<file path="config.mk">
export PLATFORM = sky130hd
export DESIGN_NAME = cfu_arbiter
export DESIGN_NICKNAME = d
export VERILOG_FILES = /design/src/rtl/cfu_arbiter.sv
export SDC_FILE = /design/constraint.sdc
export NUM_CORES = 1
export LEC_CHECK = 0
export CORE_AREA = 2 2 152 154
export CTS_CLUSTER_SIZE = 16
export DETAILED_ROUTE_END_ITERATION = 12
export DIE_AREA = 0 0 154 156
export GPL_ROUTABILITY_DRIVEN = 0
export PLACE_DENSITY_LB_ADDON = 0.3
export SETUP_SLACK_MARGIN = 0.4
export SLEW_MARGIN = 10
export SYNTH_ARGS = -nofsm -noshare
export SYNTH_HDL_FRONTEND = slang
export SYNTH_SLANG_ARGS = --single-unit
</file>
<file path="constraint.sdc">
create_clock -name clk -period 4.13 [get_ports clk]
set_input_delay 0.413 -clock clk [delete_from_list [all_inputs] [get_ports clk]]
set_output_delay 0.413 -clock clk [all_outputs]
set_load 0.02 [all_outputs]
</file>
<file path="src/rtl/cfu_arbiter.sv">
// Round-robin arbiter sharing one CFU among NUM_PORTS requesters; an in-order
// tracking FIFO of granted port indices steers each CFU response home.
module cfu_arbiter #(
   parameter int NUM_PORTS       = 2,
   parameter int ID_W            = 4,
   parameter int MAX_OUTSTANDING = 4
) (
   input  logic                             clk,
   input  logic                             rst,
   input  logic [NUM_PORTS-1:0]             p_req_valid,
   output logic [NUM_PORTS-1:0]             p_req_ready,
   input  logic [NUM_PORTS-1:0][ID_W-1:0]   p_req_id,
   input  logic [NUM_PORTS-1:0][31:0]       p_req_insn,
   input  logic [NUM_PORTS-1:0][31:0]       p_req_data0,
   input  logic [NUM_PORTS-1:0][31:0]       p_req_data1,
   input  logic [NUM_PORTS-1:0]             p_req_cfu_csr,
   output logic [NUM_PORTS-1:0]             p_resp_valid,
   input  logic [NUM_PORTS-1:0]             p_resp_ready,
   output logic [ID_W-1:0]                  p_resp_id,
   output logic [31:0]                      p_resp_data,
   output logic                             p_resp_status,
   output logic                             cfu_req_valid,
   input  logic                             cfu_req_ready,
   output logic [ID_W-1:0]                  cfu_req_id,
   output logic [31:0]                      cfu_req_insn,
   output logic [31:0]                      cfu_req_data0,
   output logic [31:0]                      cfu_req_data1,
   output logic                             cfu_req_cfu_csr,
   input  logic                             cfu_resp_valid,
   output logic                             cfu_resp_ready,
   input  logic [ID_W-1:0]                  cfu_resp_id,
   input  logic [31:0]                      cfu_resp_data,
   input  logic                             cfu_resp_status
);
   localparam int PW = (NUM_PORTS > 1) ? $clog2(NUM_PORTS) : 1;
   localparam int AW = (MAX_OUTSTANDING > 1) ? $clog2(MAX_OUTSTANDING) : 1;
   localparam int CW = $clog2(MAX_OUTSTANDING + 1);

   logic [PW-1:0]                       r_ptr;
   logic                                r_lock;
   logic [PW-1:0]                       r_lock_idx;
   logic [MAX_OUTSTANDING-1:0][PW-1:0]  r_fifo;
   logic [AW-1:0]                       r_wr;
   logic [AW-1:0]                       r_rd;
   logic [CW-1:0]                       r_count;

   logic [PW-1:0] w_sel_idx;
   logic [PW-1:0] w_grant_idx;
   logic [PW-1:0] w_head;
   logic          w_full;
   logic          w_empty;
   logic          w_push;
   logic          w_pop;

   assign w_full  = (r_count == CW'(MAX_OUTSTANDING));
   assign w_empty = (r_count == '0);
   assign w_head  = r_fifo[r_rd];

   // First valid port at or after r_ptr, wrapping.
   always_comb begin
      int  j;
      logic found;
      w_sel_idx = r_ptr;
      found     = 1'b0;
      j         = 0;
      for (int k = 0; k < NUM_PORTS; k++) begin
         j = int'(r_ptr) + k;
         if (j >= NUM_PORTS) j = j - NUM_PORTS;
         if (!found && p_req_valid[j]) begin
            found     = 1'b1;
            w_sel_idx = j[PW-1:0];
         end
      end
   end

   // A stalled grant is frozen so the CFU sees a stable payload.
   assign w_grant_idx = r_lock ? r_lock_idx : w_sel_idx;

   assign cfu_req_valid   = (|p_req_valid) && !w_full;
   assign cfu_req_id      = p_req_id[w_grant_idx];
   assign cfu_req_insn    = p_req_insn[w_grant_idx];
   assign cfu_req_data0   = p_req_data0[w_grant_idx];
   assign cfu_req_data1   = p_req_data1[w_grant_idx];
   assign cfu_req_cfu_csr = p_req_cfu_csr[w_grant_idx];

   always_comb begin
      p_req_ready = '0;
      if (cfu_req_valid && cfu_req_ready) p_req_ready[w_grant_idx] = 1'b1;
   end

   assign w_push = cfu_req_valid && cfu_req_ready;

   always_comb begin
      p_resp_valid = '0;
      if (cfu_resp_valid && !w_empty) p_resp_valid[w_head] = 1'b1;
   end

   assign cfu_resp_ready = !w_empty && p_resp_ready[w_head];
   assign w_pop          = cfu_resp_valid && cfu_resp_ready;
   assign p_resp_id      = cfu_resp_id;
   assign p_resp_data    = cfu_resp_data;
   assign p_resp_status  = cfu_resp_status;

   always_ff @(posedge clk) begin
      if (rst) begin
         r_ptr      <= '0;
         r_lock     <= 1'b0;
         r_lock_idx <= '0;
      end else if (w_push) begin
         r_ptr      <= (w_grant_idx == PW'(NUM_PORTS - 1)) ? '0 : w_grant_idx + PW'(1);
         r_lock     <= 1'b0;
      end else if (cfu_req_valid && !r_lock) begin
         r_lock     <= 1'b1;
         r_lock_idx <= w_sel_idx;
      end
   end

   always_ff @(posedge clk) begin
      if (rst) begin
         r_wr    <= '0;
         r_rd    <= '0;
         r_count <= '0;
      end else begin
         if (w_push) begin
            r_fifo[r_wr] <= w_grant_idx;
            r_wr         <= (r_wr == AW'(MAX_OUTSTANDING - 1)) ? '0 : r_wr + AW'(1);
         end
         if (w_pop)
            r_rd <= (r_rd == AW'(MAX_OUTSTANDING - 1)) ? '0 : r_rd + AW'(1);
         case ({w_push, w_pop})
            2'b10:   r_count <= r_count + CW'(1);
            2'b01:   r_count <= r_count - CW'(1);
            default: r_count <= r_count;
         endcase
      end
   end
endmodule

</file>
---- Word-level counts from Yosys, hierarchy flattened ----
Cells that the tools add are included.
storage, ports and cells
  output and inout bits ................... 144
  register bits ........................... 14
  input port bits ......................... 247
cells by class
  mux-type cells .......................... 39
  reductions and logical operators ........ 20
  order comparisons ....................... 11
  bitwise logic cells ..................... 2
  equality and inequality tests ........... 5
  add/subtract/negate cells ............... 8
operators with widths
  kind                 number
  $mux 32              8
  $lt 32x3->1 const B  2
  $mux 1               19
  $logic_and 1x1->1    10
  $mux 2               4
  $mux 4               2
  $eq 2x2->1 const B   3
  $lt 2x3->1 const B   2
  $pmux 3 s2           1
  $add 2x1->2 const B  2
  $bwmux 4             1
  $logic_not 1->1      4
  $lt 1x2->1 const B   2
  $reduce_and 2->1     2
  $reduce_or 2->1      2
  $add 3x1->3 const B  1
  $eq 3x3->1 const B   1
  $logic_not 3->1      1
  $sub 1x2->3 const B  1
  $sub 2x2->3 const B  1
  $sub 3x1->3 const B  1
  $add 1x1->2 const B  1
  $bmux 1 s2           1
  $demux 1 s1          2
  9 further kinds      11

---- Depth between registers and ports, before layout ----
Gate-level depths: netlist of the first run.
  word-level depth ........................ 15
  gate-level depth with buffers ........... 9
  gate-level depth less buffers ........... 8

---- Worst setup path after synthesis of the first run ----
OpenSTA, ideal clock, no wires.
  kind .................................... register to register
  from .................................... reg r_rd[0]
  to ...................................... reg r_count[2]
  arrival time ............................ 2.351 ns
  slack ................................... 1.708 ns
  data required time ...................... 4.059 ns
  setup time .............................. 0.071 ns
  buffers on the path ..................... 0
  cell stages (with the launch flop) ...... 9
  path through ............................ dfxtp_1 > mux4_2 > mux2i_4 > ha_1 > inv_1 > fa_1 > xor2_1 > or3_1 > a21oi_1
between the ends
  cells in the longest elaborated chain, start to end .. 8
ends and longest elaborated chain
  what                                                    line  source
  start, declared                                         44    logic [AW-1:0] r_rd;
  start signal, assigned                                  129   r_rd <= (r_rd == AW'(MAX_OUTSTANDING - 1)) ? '0 : r_rd + AW'(1);
  $bmux 1 s2 (*)                                          57    assign w_head = r_fifo[r_rd];
  $mux 1 (implied by the code) (*)                        57
  $mux 1 (implied by the code) (*) (2 in series)          98    assign cfu_resp_ready = !w_empty && p_resp_ready[w_head];
  $logic_and 1x1->1 (*)                                   98
  $logic_and 1x1->1 (*)                                   99    assign w_pop = cfu_resp_valid && cfu_resp_ready;
  $eq 2x1->1 / $eq 2x2->1 (equally long branches)         130   case ({w_push, w_pop})
  $pmux 3 s2 / $reduce_bool 2->1 (equally long branches)  --
  end signal, assigned                                    131   2'b10: r_count <= r_count + CW'(1);
  end signal, assigned                                    132   2'b01: r_count <= r_count - CW'(1);
  end signal, assigned                                    133   default: r_count <= r_count;
  end, declared                                           45    logic [CW-1:0] r_count;
Every way passes the cells marked *; elsewhere a longest branch is shown, timed or not. The select of a mux whose other input is x is not followed.
A chain may end at the register's enable or synchronous reset.

---- Worst setup path in the final report of the first run ----
  from .................................... in p_req_valid[0]
  to ...................................... out cfu_req_data0[21]
between the ends
  cells in the longest elaborated chain, start to end .. 10
ends and longest elaborated chain
  what                                             line  source
  start, declared                                  10    input logic [NUM_PORTS-1:0] p_req_valid,
  $mux 1 (implied by the code) (3 in series)       69    if (!found && p_req_valid[j]) begin
  $mux 1                                           69
  $logic_not 1->1                                  69
  $logic_and 1x1->1                                69
  $mux 1 (*)                                       69
  $mux 1 (*)                                       77    assign w_grant_idx = r_lock ? r_lock_idx : w_sel_idx;
  $mux 32 (implied by the code) (*) (2 in series)  82    assign cfu_req_data0 = p_req_data0[w_grant_idx];
  end, declared                                    26    output logic [31:0] cfu_req_data0,
Marked as above.

==> flow_metrics.env, run 1 <==
export IMPL_worstPathCellList="clkdlybuf4s50_1 -> inv_1 -> maj3_2 -> a21oi_4 -> buf_12 -> mux2_1 -> clkdlybuf4s50_1"
export IMPL_yosysTopAreaCellShare=0.330
export IMPL_seqPwrFrac=0.142
export IMPL_wl_per_cell_um=15.1
export IMPL_internal_power_mw=0.783
export IMPL_grt_use_met2=0.190
export IMPL_ios=391
export IMPL_reg2reg_depth=8
export IMPL_cts_resized_gates=0
export IMPL_drive_gt1_frac=0.0875
export IMPL_die_area_um2=24000
export IMPL_drtPass1Iterations=4
export IMPL_crit_start="p_req_valid[0]"
export IMPL_ys_ff_latch=14
export IMPL_maxCapViolCount=0
export IMPL_numPortBuffers=316
export IMPL_area_growth_pct=141
export IMPL_finClkSkew_ns=0.00442
export IMPL_htree_levels=1
export IMPL_ctsHoldBuffers=0
export IMPL_die_width_um=154
export IMPL_start_util=0.104
export IMPL_cts_root_buffer_cell="clkbuf_16"
export IMPL_grt_total_usage=0.0913
export IMPL_relSlewSlack=0.591
export IMPL_tightest_slew_ns=0.606
export IMPL_crit_path_end_kind="output port"
export IMPL_hp_class="reg2reg"
export IMPL_ys_seq_area_frac=0.138
export IMPL_num_vias=2799
export IMPL_synth_largest_area_cell="mux2_1"
export IMPL_peakVddDrop_mv=0.0990
export IMPL_ys_flop_type="dfxtp_1"
export IMPL_fmaxAchievable_ghz=0.310
export IMPL_min_to="r_ptr"
export IMPL_synth_compound_area_frac=0.0302
export IMPL_path_class="in2out"
export IMPL_reg2reg_to="r_count[2]"
export IMPL_synthesis_nets=485
export IMPL_grt_pass1_vias=3103
export IMPL_max_stage_delay_ns=0.57
export IMPL_cts_setup_buffers=0
export IMPL_rsz0062_at_grt="no"
export IMPL_status="complete, no violations"
export IMPL_netlist_instances=231
export IMPL_cp_start_kind="input port"
export IMPL_finalHoldViolCount=0
export IMPL_clk_pin_slew_ns=0.05
export IMPL_dpl_cell_area_um2=5500
export IMPL_synth_common_cells="mux2_1, buf_4, mux2_2"
export IMPL_fin_area_um2=5580
export IMPL_fin_util=0.249
export IMPL_cp_required_ns=3.72
export IMPL_arrival_ns=2.82
export IMPL_combPwrFrac=0.707
export IMPL_post_synth_cell_area_avg_um2=10.0
export IMPL_syn_area_um2=2320
export IMPL_synth_top_family_by_area="multiplexers"
export IMPL_row_count=55
export IMPL_async_reset_ff_frac=0
export IMPL_cp_common_cell="clkdlybuf4s50_1"
export IMPL_clkPwrFrac=0.151
export IMPL_drt_iter0_drc=41
export IMPL_cts_buffers_inserted=3
export IMPL_slowest_stage="clkdlybuf4s50_1"
export IMPL_min_delay_path_depth=2
export IMPL_holdWs_ns=0.469
export IMPL_hp_start="r_ptr"
export IMPL_worstSkewPairLatency_ns=0.24
export IMPL_setup_violations=0
export IMPL_antenna_found_initial=0
export IMPL_yosys_cell_count_top_type="mux2_1"
export IMPL_swShare=0.352
export IMPL_synthMuxAreaShare=0.528
export IMPL_cp_max_fo=53
export IMPL_cts_tree="built"
export IMPL_post_route_period_util=0.782
export IMPL_finalCriticalPeriod_ns=3.23
export IMPL_grt_overflow=0
export IMPL_yosys_area_share_simple=0.0686
export IMPL_finalPower_mw=1.21
export IMPL_synth_xor_area_share=0.00756
export IMPL_core_area_um2=22400
export IMPL_n_antenna_cell=0
export IMPL_grt_max_degree=54
export IMPL_drt_total_wl_um=11900
export IMPL_multiInputGateArea_um2=1580
export IMPL_use_met3=0.0242
export IMPL_rr_startpoint="r_count[2]"
export IMPL_clkSinkCount=14
export IMPL_powerDensity_nw_per_um2=217
export IMPL_tns_ns=0
export IMPL_synth_edf_count=4
export IMPL_use_met1=0.0930
export IMPL_synth_area_top_cells="mux2_1, mux2_2, buf_4, dfxtp_1, edfxtp_1"
export IMPL_drv_slew=0
export IMPL_p_leak_nw=2.02
export IMPL_synth_adder_area_share=0.0459
export IMPL_filler_cell_count=2390
export IMPL_antenna_left=0
export IMPL_vias_per_cell=3.55
export IMPL_die_h_um=156
export IMPL_drc=0
export IMPL_rrSetupSlack_ns=1.41
export IMPL_seq_area_um2=320
export IMPL_grt_pass1_wl_um=17300
export IMPL_nets=758
export IMPL_p_sw_mw=0.426
export IMPL_yosysWarnings=0
export IMPL_dp_hpwl_um=10600
export IMPL_busiest_layer="met2"
export IMPL_cts_buffer_depth=2
export IMPL_yosysUniqueCellTypes=31
[cells in the final DEF, fill, tap and decap left out, drive strengths merged, types with 3 or more instances in the layout]
cell type	Yosys	routed
nor2	11	11
mux2i	5	5
mux2	101	101
dfxtp	10	10
nor3b	5	5
inv	9	9
nand3	3	3
ha	6	6
nand2	3	3
edfxtp	4	4
a21oi	6	6
clkdlybuf4s50	0	316
clkbuf	1	3
[cell type report]
cell class,instances,area share
inverter,9,0.00606
timing repair buffer,318,0.575
clock buffer,3,0.0135
multi-input combinational,158,0.284
sequential,14,0.0575
tap,285,0.0640
clock inverter,1,0.000673
[kinds of logic after synthesis]
logic type | count (synthesis)
AOI/OAI and AO/OA | 11
xor gates and xnor gates | 2
adders and majority gates | 8
buffers and inverters | 59
DFF | 14
muxes | 107
and+or+nand+nor | 30
[through the flow]
| stage | cells | setup WS (ns) |
|---|---|---|
| global route | 788 | 0.789 |
| global placement | 784 | 0.897 |
| finish | 788 | 0.900 |
| detailed placement | 784 | 0.898 |
| floorplan | 231 | 1.71 |
| CTS | 788 | 0.891 |
[layer usage]
metal	vias up	wire length (µm)
met5	-	0
met4	0	60
met3	8	1100
met2	205	6600
met1	1260	4120
li1	1326	-
[registers in the layout, summed over array words and instances (netlist names)]
signal      cells
r_ptr           1
r_lock_idx      1
r_count         3
r_rd            2
r_wr            2
r_fifo          4
r_lock          1
[power groups by stage]
stage	sequential (mW)	clock (mW)	combinational, mW
after floorplan	0.170	0	0.455
after global placement	0.173	0	0.854
after detailed placement	0.175	0	0.861
after CTS	0.172	0.190	0.867
after global routing	0.175	0.195	0.907
final	0.172	0.182	0.855
[worst max-delay path by stage]
stage,endpoint,slack [ns],cells after the start
finish,cfu_req_data0[21],0.90,7
global route,cfu_req_data0[21],0.79,7
CTS,cfu_req_data0[21],0.89,7
detailed placement,cfu_req_data0[21],0.90,7
global placement,cfu_req_data0[26],0.90,7
floorplan,r_count[2],1.71,8
[worst max-delay path: cells and delay by family]
family | cells | cell delay [ns]
buffers and inverters | 4 | 1.35
multiplexers | 1 | 0.41
AO/OA/AOI/OAI | 1 | 0.23
adder cells (fa/ha/maj) | 1 | 0.35
No activity file was read; power rests on OpenSTA's default activity.
==> run 2, diff against run 1 <==
==> constraint.sdc (replaced) <==
create_clock -name clk -period 2.8 [get_ports clk]
set_input_delay 0.28 -clock clk [delete_from_list [all_inputs] [get_ports clk]]
set_output_delay 0.28 -clock clk [all_outputs]
set_load 0.02 [all_outputs]
==> flow_metrics.env, run 2 (synthesis results as in run 1) <==
export IMPL_drc=0
export IMPL_core_area_um2=22400
export IMPL_layout_commonest_cell="clkdlybuf4s50_1"
export IMPL_tns_ns=0
export IMPL_finalHoldViolCount=0
export IMPL_cts_buffer_depth=2
export IMPL_finClkSkew_ns=0.000823
export IMPL_grt_overflow=0
export IMPL_vias_per_cell=3.63
export IMPL_nets=778
export IMPL_status="complete, no violations"
export IMPL_dp_hpwl_um=14300
export IMPL_drv_slew=0
export IMPL_p_leak_nw=2.25
export IMPL_rsz0062_at_grt="yes"
export IMPL_cts_root_buffer_cell="clkbuf_16"
export IMPL_start_util=0.104
export IMPL_cp_max_fo=2
export IMPL_clkPwrFrac=0.152
export IMPL_swShare=0.374
export IMPL_htree_levels=1
export IMPL_ios=391
export IMPL_area_growth_pct=137
export IMPL_fmaxAchievable_ghz=0.426
export IMPL_wl_per_cell_um=19.9
export IMPL_drive_gt1_frac=0.289
export IMPL_tightest_slew_ns=0.547
export IMPL_antenna_left=0
export IMPL_maxCapViolCount=0
export IMPL_combPwrFrac=0.705
export IMPL_arrival_ns=2.51
export IMPL_num_vias=2943
export IMPL_setup_violations=0
export IMPL_die_area_um2=24000
export IMPL_cp_start_kind="flip-flop"
export IMPL_final_cells=810
export IMPL_peakVddDrop_mv=0.174
export IMPL_die_h_um=156
export IMPL_max_stage_delay_ns=0.56
export IMPL_worstPathCellList="mux4_2 -> mux2i_4 -> ha_2 -> inv_1 -> fa_2 -> xor2_1 -> or3_1 -> a21oi_1"
export IMPL_regMostFlops="r_fifo"
export IMPL_drt_iter0_drc=74
export IMPL_cts_buffers_inserted=3
export IMPL_antenna_found_initial=10
export IMPL_grt_total_usage=0.128
export IMPL_ctsHoldBuffers=0
export IMPL_worstSkewPairLatency_ns=0.24
export IMPL_cts_tree="built"
export IMPL_grt_pass1_vias=3243
export IMPL_powerDensity_nw_per_um2=322
export IMPL_largest_registers="r_fifo (4), r_count (3)"
export IMPL_clkSinkCount=14
export IMPL_final_cell_mix="clkdlybuf4s50_1, buf_2, mux2_1"
export IMPL_numPortBuffers=316
export IMPL_slowest_stage="mux4_2"
export IMPL_row_count=55
export IMPL_post_route_period_util=0.839
export IMPL_internal_power_mw=1.11
export IMPL_drt_total_wl_um=16100
export IMPL_hp_class="reg2reg"
export IMPL_path_class="reg2reg"
export IMPL_crit_path_end_kind="flip-flop"
export IMPL_die_width_um=154
export IMPL_relSlewSlack=0.630
export IMPL_seqPwrFrac=0.143
export IMPL_grt_max_degree=17
export IMPL_cp_required_ns=2.96
export IMPL_grt_pass1_wl_um=22200
export IMPL_cp_top_family="multiplexers"
export IMPL_holdWs_ns=0.473
export IMPL_placedCellCount=794
export IMPL_clk_pin_slew_ns=0.05
export IMPL_drtPass1Iterations=4
export IMPL_p_sw_mw=0.663
export IMPL_largest_register_ffs=4
export IMPL_finalCriticalPeriod_ns=2.35
export IMPL_finalPower_mw=1.77
export IMPL_crit_buf_inv=1
-- run 2: timing repair --
item | in CTS | in global routing
setup buffers | 6 | 1
cloned | 3 | 0
pin swaps | 3 | 2
setup endpoints to repair | 104 | 3
resized for setup | 378 | 2
-- run 2: worst min-delay path, delay by kind of cell, from the launching register on --
kind | cells | cell delay [ns]
AO/OA/AOI/OAI | 1 | 0.05
flip-flops | 1 | 0.31
AND/OR/NAND/NOR | 1 | 0.05
-- run 2: cell type report --
class,instances,area (µm²)
Clock buffer,3,75.1
Inverter,9,33.8
Clock inverter,1,3.75
Fill cell,2406,16900
Tap cell,285,357
Timing Repair Buffer,338,3110
Multi-Input combinational cell,158,1600
Antenna cell,2,5.00
Sequential cell,14,322
-- run 2: final timing paths --
path / cells past startpoint / slack, ns / start / to
setup reg to reg: 8 / 0.45 / r_rd[0] / r_count[2]
setup / recovery: 8 / 0.45 / r_rd[0] / r_count[2]
hold / removal: 2 / 0.47 / r_ptr / r_ptr
hold reg to reg: 2 / 0.47 / r_ptr / r_ptr
-- run 2: power by group through the flow --
stage                     clock network, mW  registers [mW]  logic, mW
after detailed placement                  0           0.259       1.32
after CTS                             0.277           0.254       1.27
after floorplan                           0           0.251      0.672
after global placement                    0           0.255       1.31
after global routing                  0.288           0.259       1.33
final                                 0.269           0.253       1.25
-- run 2: routing by layer --
metal / track usage / up-vias / share of wire
met4: 0.0107 / 4 / 0.0042
met5: 0 / - / 0.0016
met2: 0.209 / 206 / 0.45
li1: - / 1376 / -
met3: 0.118 / 22 / 0.21
met1: 0.125 / 1335 / 0.34
-- run 2: per-stage QoR --
stage | utilization | cell area [µm²] | setup slack (ns)
2_1_floorplan | - | 2320 | 0.416
3_3_place_gp | 0.250 | 5600 | -0.163
6_report | 0.246 | 5500 | 0.451
3_5_place_dp | 0.250 | 5600 | -0.133
5_1_grt | 0.246 | 5490 | 0.335
4_1_cts | 0.245 | 5480 | 0.335
==> run 3, diff against run 2 <==
--- a/config.mk
+++ b/config.mk
@@ -5,10 +5,10 @@
 export SDC_FILE = /design/constraint.sdc
 export NUM_CORES = 1
 export LEC_CHECK = 0
-export CORE_AREA = 2 2 152 154
+export CORE_AREA = 2 2 150 152
 export CTS_CLUSTER_SIZE = 16
 export DETAILED_ROUTE_END_ITERATION = 12
-export DIE_AREA = 0 0 154 156
+export DIE_AREA = 0 0 152 154
 export GPL_ROUTABILITY_DRIVEN = 0
 export PLACE_DENSITY_LB_ADDON = 0.3
 export SETUP_SLACK_MARGIN = 0.4
==> constraint.sdc (replaced) <==
create_clock -name clk -period 2.25 [get_ports clk]
set_input_delay 0.225 -clock clk [delete_from_list [all_inputs] [get_ports clk]]
set_output_delay 0.225 -clock clk [all_outputs]
set_load 0.02 [all_outputs]
==> flow_metrics.env, run 3 (synthesis results as in run 1) <==
export IMPL_status="finished, violations left"
export IMPL_failed_checks="setup timing"
export IMPL_finalPower_mw=2.98
export IMPL_hp_start="cfu_resp_data[11]"
export IMPL_powerDensity_nw_per_um2=426
export IMPL_routed_top_layer="met4"
export IMPL_cp_required_ns=2.41
export IMPL_rr_startpoint="r_fifo[3]"
export IMPL_rrSetupSlack_ns=-0.05
export IMPL_fmaxAchievable_ghz=0.434
export IMPL_cts_tree="built"
export IMPL_final_cell_mix="clkdlybuf4s50_1, buf_6, mux2_4"
export IMPL_arrival_ns=2.46
export IMPL_min_delay_path_depth=0
export IMPL_path_class="reg2reg"
export IMPL_cts_buffers_inserted=3
export IMPL_layout_commonest_cell="clkdlybuf4s50_1"
export IMPL_antenna_found_initial=0
export IMPL_row_count=54
export IMPL_num_vias=3057
export IMPL_cp_start_kind="flip-flop"
export IMPL_wl_per_cell_um=17.8
export IMPL_slowest_stage="mux4_2"
export IMPL_setup_violations=19
export IMPL_rsz0062_at_grt="yes"
export IMPL_wl_met1_um=5520
export IMPL_numPortBuffers=316
export IMPL_crit_start="r_fifo[3]"
export IMPL_worstSkewPairLatency_ns=0.24
export IMPL_filler_cell_count=2178
export IMPL_tns_ns=-0.295
export IMPL_min_to="p_resp_data[11]"
export IMPL_cp_max_fo=2
export IMPL_drt_total_wl_um=14900
export IMPL_fin_area_um2=6980
export IMPL_placedCellCount=799
export IMPL_crit_path_end_kind="flip-flop"
export IMPL_antenna_left=0
export IMPL_holdWs_ns=0.450
export IMPL_grt_overflow=0
export IMPL_area_growth_pct=201
export IMPL_die_area_um2=23400
export IMPL_core_area_um2=21700
export IMPL_dpl_cell_area_um2=5650
export IMPL_finClkSkew_ns=0.000503
export IMPL_wl_met2_um=7850
export IMPL_grt_pass1_wl_um=21500
export IMPL_reg2reg_to="r_count[2]"
export IMPL_p_leak_nw=3.20
export IMPL_largest_registers="r_fifo (4), r_count (3)"
export IMPL_htree_levels=1
export IMPL_ios=391
export IMPL_n_antenna_cell=0
export IMPL_maxCapViolCount=0
export IMPL_start_util=0.107
export IMPL_fin_util=0.322
export IMPL_dp_hpwl_um=11300
export IMPL_worst_slack_ns=-0.0532
export IMPL_final_cells=838
export IMPL_cts_root_buffer_cell="clkbuf_16"
export IMPL_max_stage_delay_ns=0.53
export IMPL_grt_max_degree=15
export IMPL_regMostFlops="r_fifo"
export IMPL_grt_pass1_vias=3477
export IMPL_clk_pin_slew_ns=0.04
export IMPL_hp_class="in2out"
export IMPL_nets=813
export IMPL_dp_slack_ns=-0.563
export IMPL_reg2reg_depth=8
export IMPL_crit_buf_inv=1
export IMPL_grt_total_usage=0.118
export IMPL_clkSinkCount=14
export IMPL_cp_top_family="multiplexers"
export IMPL_route_met3_wl_um=1330
export IMPL_finalHoldViolCount=0
export IMPL_largest_register_ffs=4
export IMPL_drv_slew=0
export IMPL_die_width_um=152
export IMPL_cts_buffer_depth=2
export IMPL_drt_iter0_drc=61
export IMPL_drive_gt1_frac=0.505
export IMPL_drtPass1Iterations=4
export IMPL_relSlewSlack=0.620
export IMPL_worstPathCellList="mux4_2 -> mux2i_4 -> ha_4 -> inv_2 -> fa_2 -> xor2_1 -> or3_1 -> a21oi_1"
export IMPL_crit_cells=8
export IMPL_ctsHoldBuffers=0
export IMPL_vias_per_cell=3.65
export IMPL_tightest_slew_ns=0.568
export IMPL_post_route_period_util=1.02
export IMPL_die_h_um=154
export IMPL_peakVddDrop_mv=0.237
export IMPL_finalCriticalPeriod_ns=2.30
export IMPL_drc=0
==> run 3: changes by cell type in the layout (fill, tap and decap cells not counted), sizes merged <==
cell	delta
diode	-2
dlymetal6s2s	-2
clkbuf	+1
bufbuf	-1
clkdlybuf4s50	-2
buf	+63
dlygate4sd2	-1
clkdlybuf4s15	-23
==> run 3: timing repair <==
action	CTS	global route
setup endpoints to repair	110	108
cloned	9	1
setup buffers	20	5
resized for setup	712	45
pin swaps	3	4
==> run 3: worst max path at each step <==
stage / endpoint / slack [ns]
after floorplan: r_count[2] / -0.07
after global placement: cfu_req_data1[7] / -0.59
after detailed placement: cfu_req_data1[7] / -0.56
after CTS: r_count[2] / -0.09
after global routing: r_count[2] / -0.17
final: r_count[2] / -0.05
==> run 3: cell type report <==
cell class	count	area, µm²	share of cell area
Clock buffer	3	75.1	0.0108
Clock inverter	1	3.75	0.000538
Inverter	9	36.3	0.00520
Multi-Input combinational cell	158	2000	0.286
Sequential cell	14	323	0.0462
Tap cell	280	350	0.0502
Timing Repair Buffer	373	4200	0.601
==> run 3: routing by layer <==
layer,vias up,track usage
met5,-,0
met4,0,0.0196
met3,22,0.0389
met2,189,0.225
met1,1407,0.128
li1,1439,-
==> run 3: power by group <==
| part | switching, mW | total (mW) | internal, mW |
|---|---|---|---|
| logic | 0.885 | 2.34 | 1.45 |
| registers | 0.0151 | 0.303 | 0.288 |
| clock network | 0.0995 | 0.334 | 0.235 |
| total | 1.00 | 2.98 | 1.98 |
==> run 3: worst register-to-register path: cells and delay by family (launching register included) <==
kind                       cells  cell delay, ns
muxes                          2            0.76
adders and majority gates      2            0.49
DFF                            1            0.35
and+or+nand+nor                1            0.31
xor gates and xnor gates       1            0.15
AOI/OAI and AO/OA              1            0.13
buffers and inverters          1            0.04
==> RTL change (config.mk and constraints of run 3) <==
Register the output `p_resp_status`, cleared by the reset; this adds one clock of latency there. The other outputs are not delayed to match.
--- a/src/rtl/cfu_arbiter.sv
+++ b/src/rtl/cfu_arbiter.sv
@@ -100,5 +100,11 @@
    assign p_resp_id      = cfu_resp_id;
    assign p_resp_data    = cfu_resp_data;
-   assign p_resp_status  = cfu_resp_status;
+   always_ff @(posedge clk) begin
+      if (rst) begin
+         p_resp_status <= '0;
+      end else begin
+         p_resp_status <= cfu_resp_status;
+      end
+   end
 
    always_ff @(posedge clk) begin
Behaviour: not the same (a bounded check fails within 4 cycles, from zero or initial values and one cycle with rst high).
==> RTL change against run 3 <==
The run still ends with negative setup slack left; sequential cell count rose by 1; worst setup slack worse by 7.3 ps; cell area up 2.9%; final cell count rose by 1.8%; via count increased by 3.4%; wire length fell by 0.10%; clock skew grew 0.78 ps; area after synthesis is 0.81% higher; total power up 3.8%; critical path type unchanged.
==> RTL change: results (changes against run 3) <==
status complete, but fails checks (unchanged); violated checks negative setup slack (unchanged); Seq/Total Area, Yosys 14.6% (was 13.8%); Max-slew headroom 71.2% (was 62.0%); multi-input combinational area share 27.9% (was 28.6%); met1 GRT Util 12.6% (was 12.8%); overall global routing resource usage 11.7% (was 11.8%); non-clk buf share 60.8% (was 60.1%); Placed Area 5630 um2 (was 5650 um2); Post-Syn Instances 232 (was 231); Worst Slack Setup Final -60.5 ps (was -53.2 ps); clk_skew 1.28 ps (was 0.503 ps); Final setup viols 69 (was 19); arrival time at the worst endpoint 2490 ps (was 2460 ps); Max VDD drop 288 uV (was 237 uV); post-synth top area share 32.8% (was 33.0%); Final nets 828 (was 813); met3 routed WL 981 um (was 1330 um); met3 usage 2.45% (was 3.89%); ClkCell Share 1.15% (was 1.13%); Post-synth EDFFs 4 (unchanged); Biggest Area Class non-clock buffers (unchanged); comb_multi_in 159 (was 158); number of global-route vias before repair 3581 (was 3477); placed instance count 795 (was 799); top sig layer met5 (was met4); global-route wire length before repair 21500 um (about the same); total negative slack -1840 ps (was -295 ps); register area 344 um2 (was 323 um2); Mapped Nets 486 (was 485); initial antenna violation count 1 (was 0); post_cts resized 762 (was 712); synth-to-layout area growth 208% (was 201%); dpl ws -589 ps (was -563 ps); clk sinks 15 (was 14); vias 3160 (was 3057); bufs w/o clock 386 (was 373); WL final 14900 um (about the same); # fillers 2166 (was 2178); met1 WL 5390 um (was 5520 um); wire per inst 17.5 um (was 17.8 um); post-synthesis cell type count 32 (was 31); IO Port Bufs 318 (was 316); Post-CTS Setup Repair Bufs 35 (was 20); pin count of the biggest net entering global routing 12 (was 15); synth cell count leaders 68 x mux2_1, 37 x buf_4, 33 x mux2_2, 11 x dfxtp_1, 11 x nor2_1 (was 68 x mux2_1, 38 x buf_4, 33 x mux2_2, 11 x nor2_1, 10 x dfxtp_1); Leak 0.00330 uW (was 0.00320 uW); grt met2 use 23.5% (was 22.5%); met2 routed WL 8320 um (was 7850 um); top cells by area, synth mux2_1 33%, mux2_2 16%, buf_4 12% (unchanged)
==> RTL change: power by group <==
group	leakage (uW)	internal, uW	total, uW	switching (uW)
logic	0.00313	1510	2410	900
clock network	0.0000371	239	349	110
registers	0.000128	307	332	24.7
total	0.00330	2060	3090	1030
==> RTL change: how the worst min path moves through the flow <==
stage | cells past startpoint | end | from | slack (ps)
4_1_cts | 0 | p_resp_data[17] | cfu_resp_data[17] | 450
3_3_place_gp | 0 | p_resp_data[17] | cfu_resp_data[17] | 450
2_1_floorplan | 1 | p_resp_status | rst | 300
5_1_grt | 0 | p_resp_data[27] | cfu_resp_data[27] | 450
3_5_place_dp | 0 | p_resp_data[17] | cfu_resp_data[17] | 450
6_report | 0 | p_resp_data[5] | cfu_resp_data[5] | 450
==> RTL change: kinds of logic after synthesis <==
logic type,share of synthesized area (%)
AOI/OAI and AO/OA,3.00
muxes,52.3
xor gates and xnor gates,0.750
DFF,14.6
and+or+nand+nor,7.07
buffers and inverters,17.7
adders and majority gates,4.55
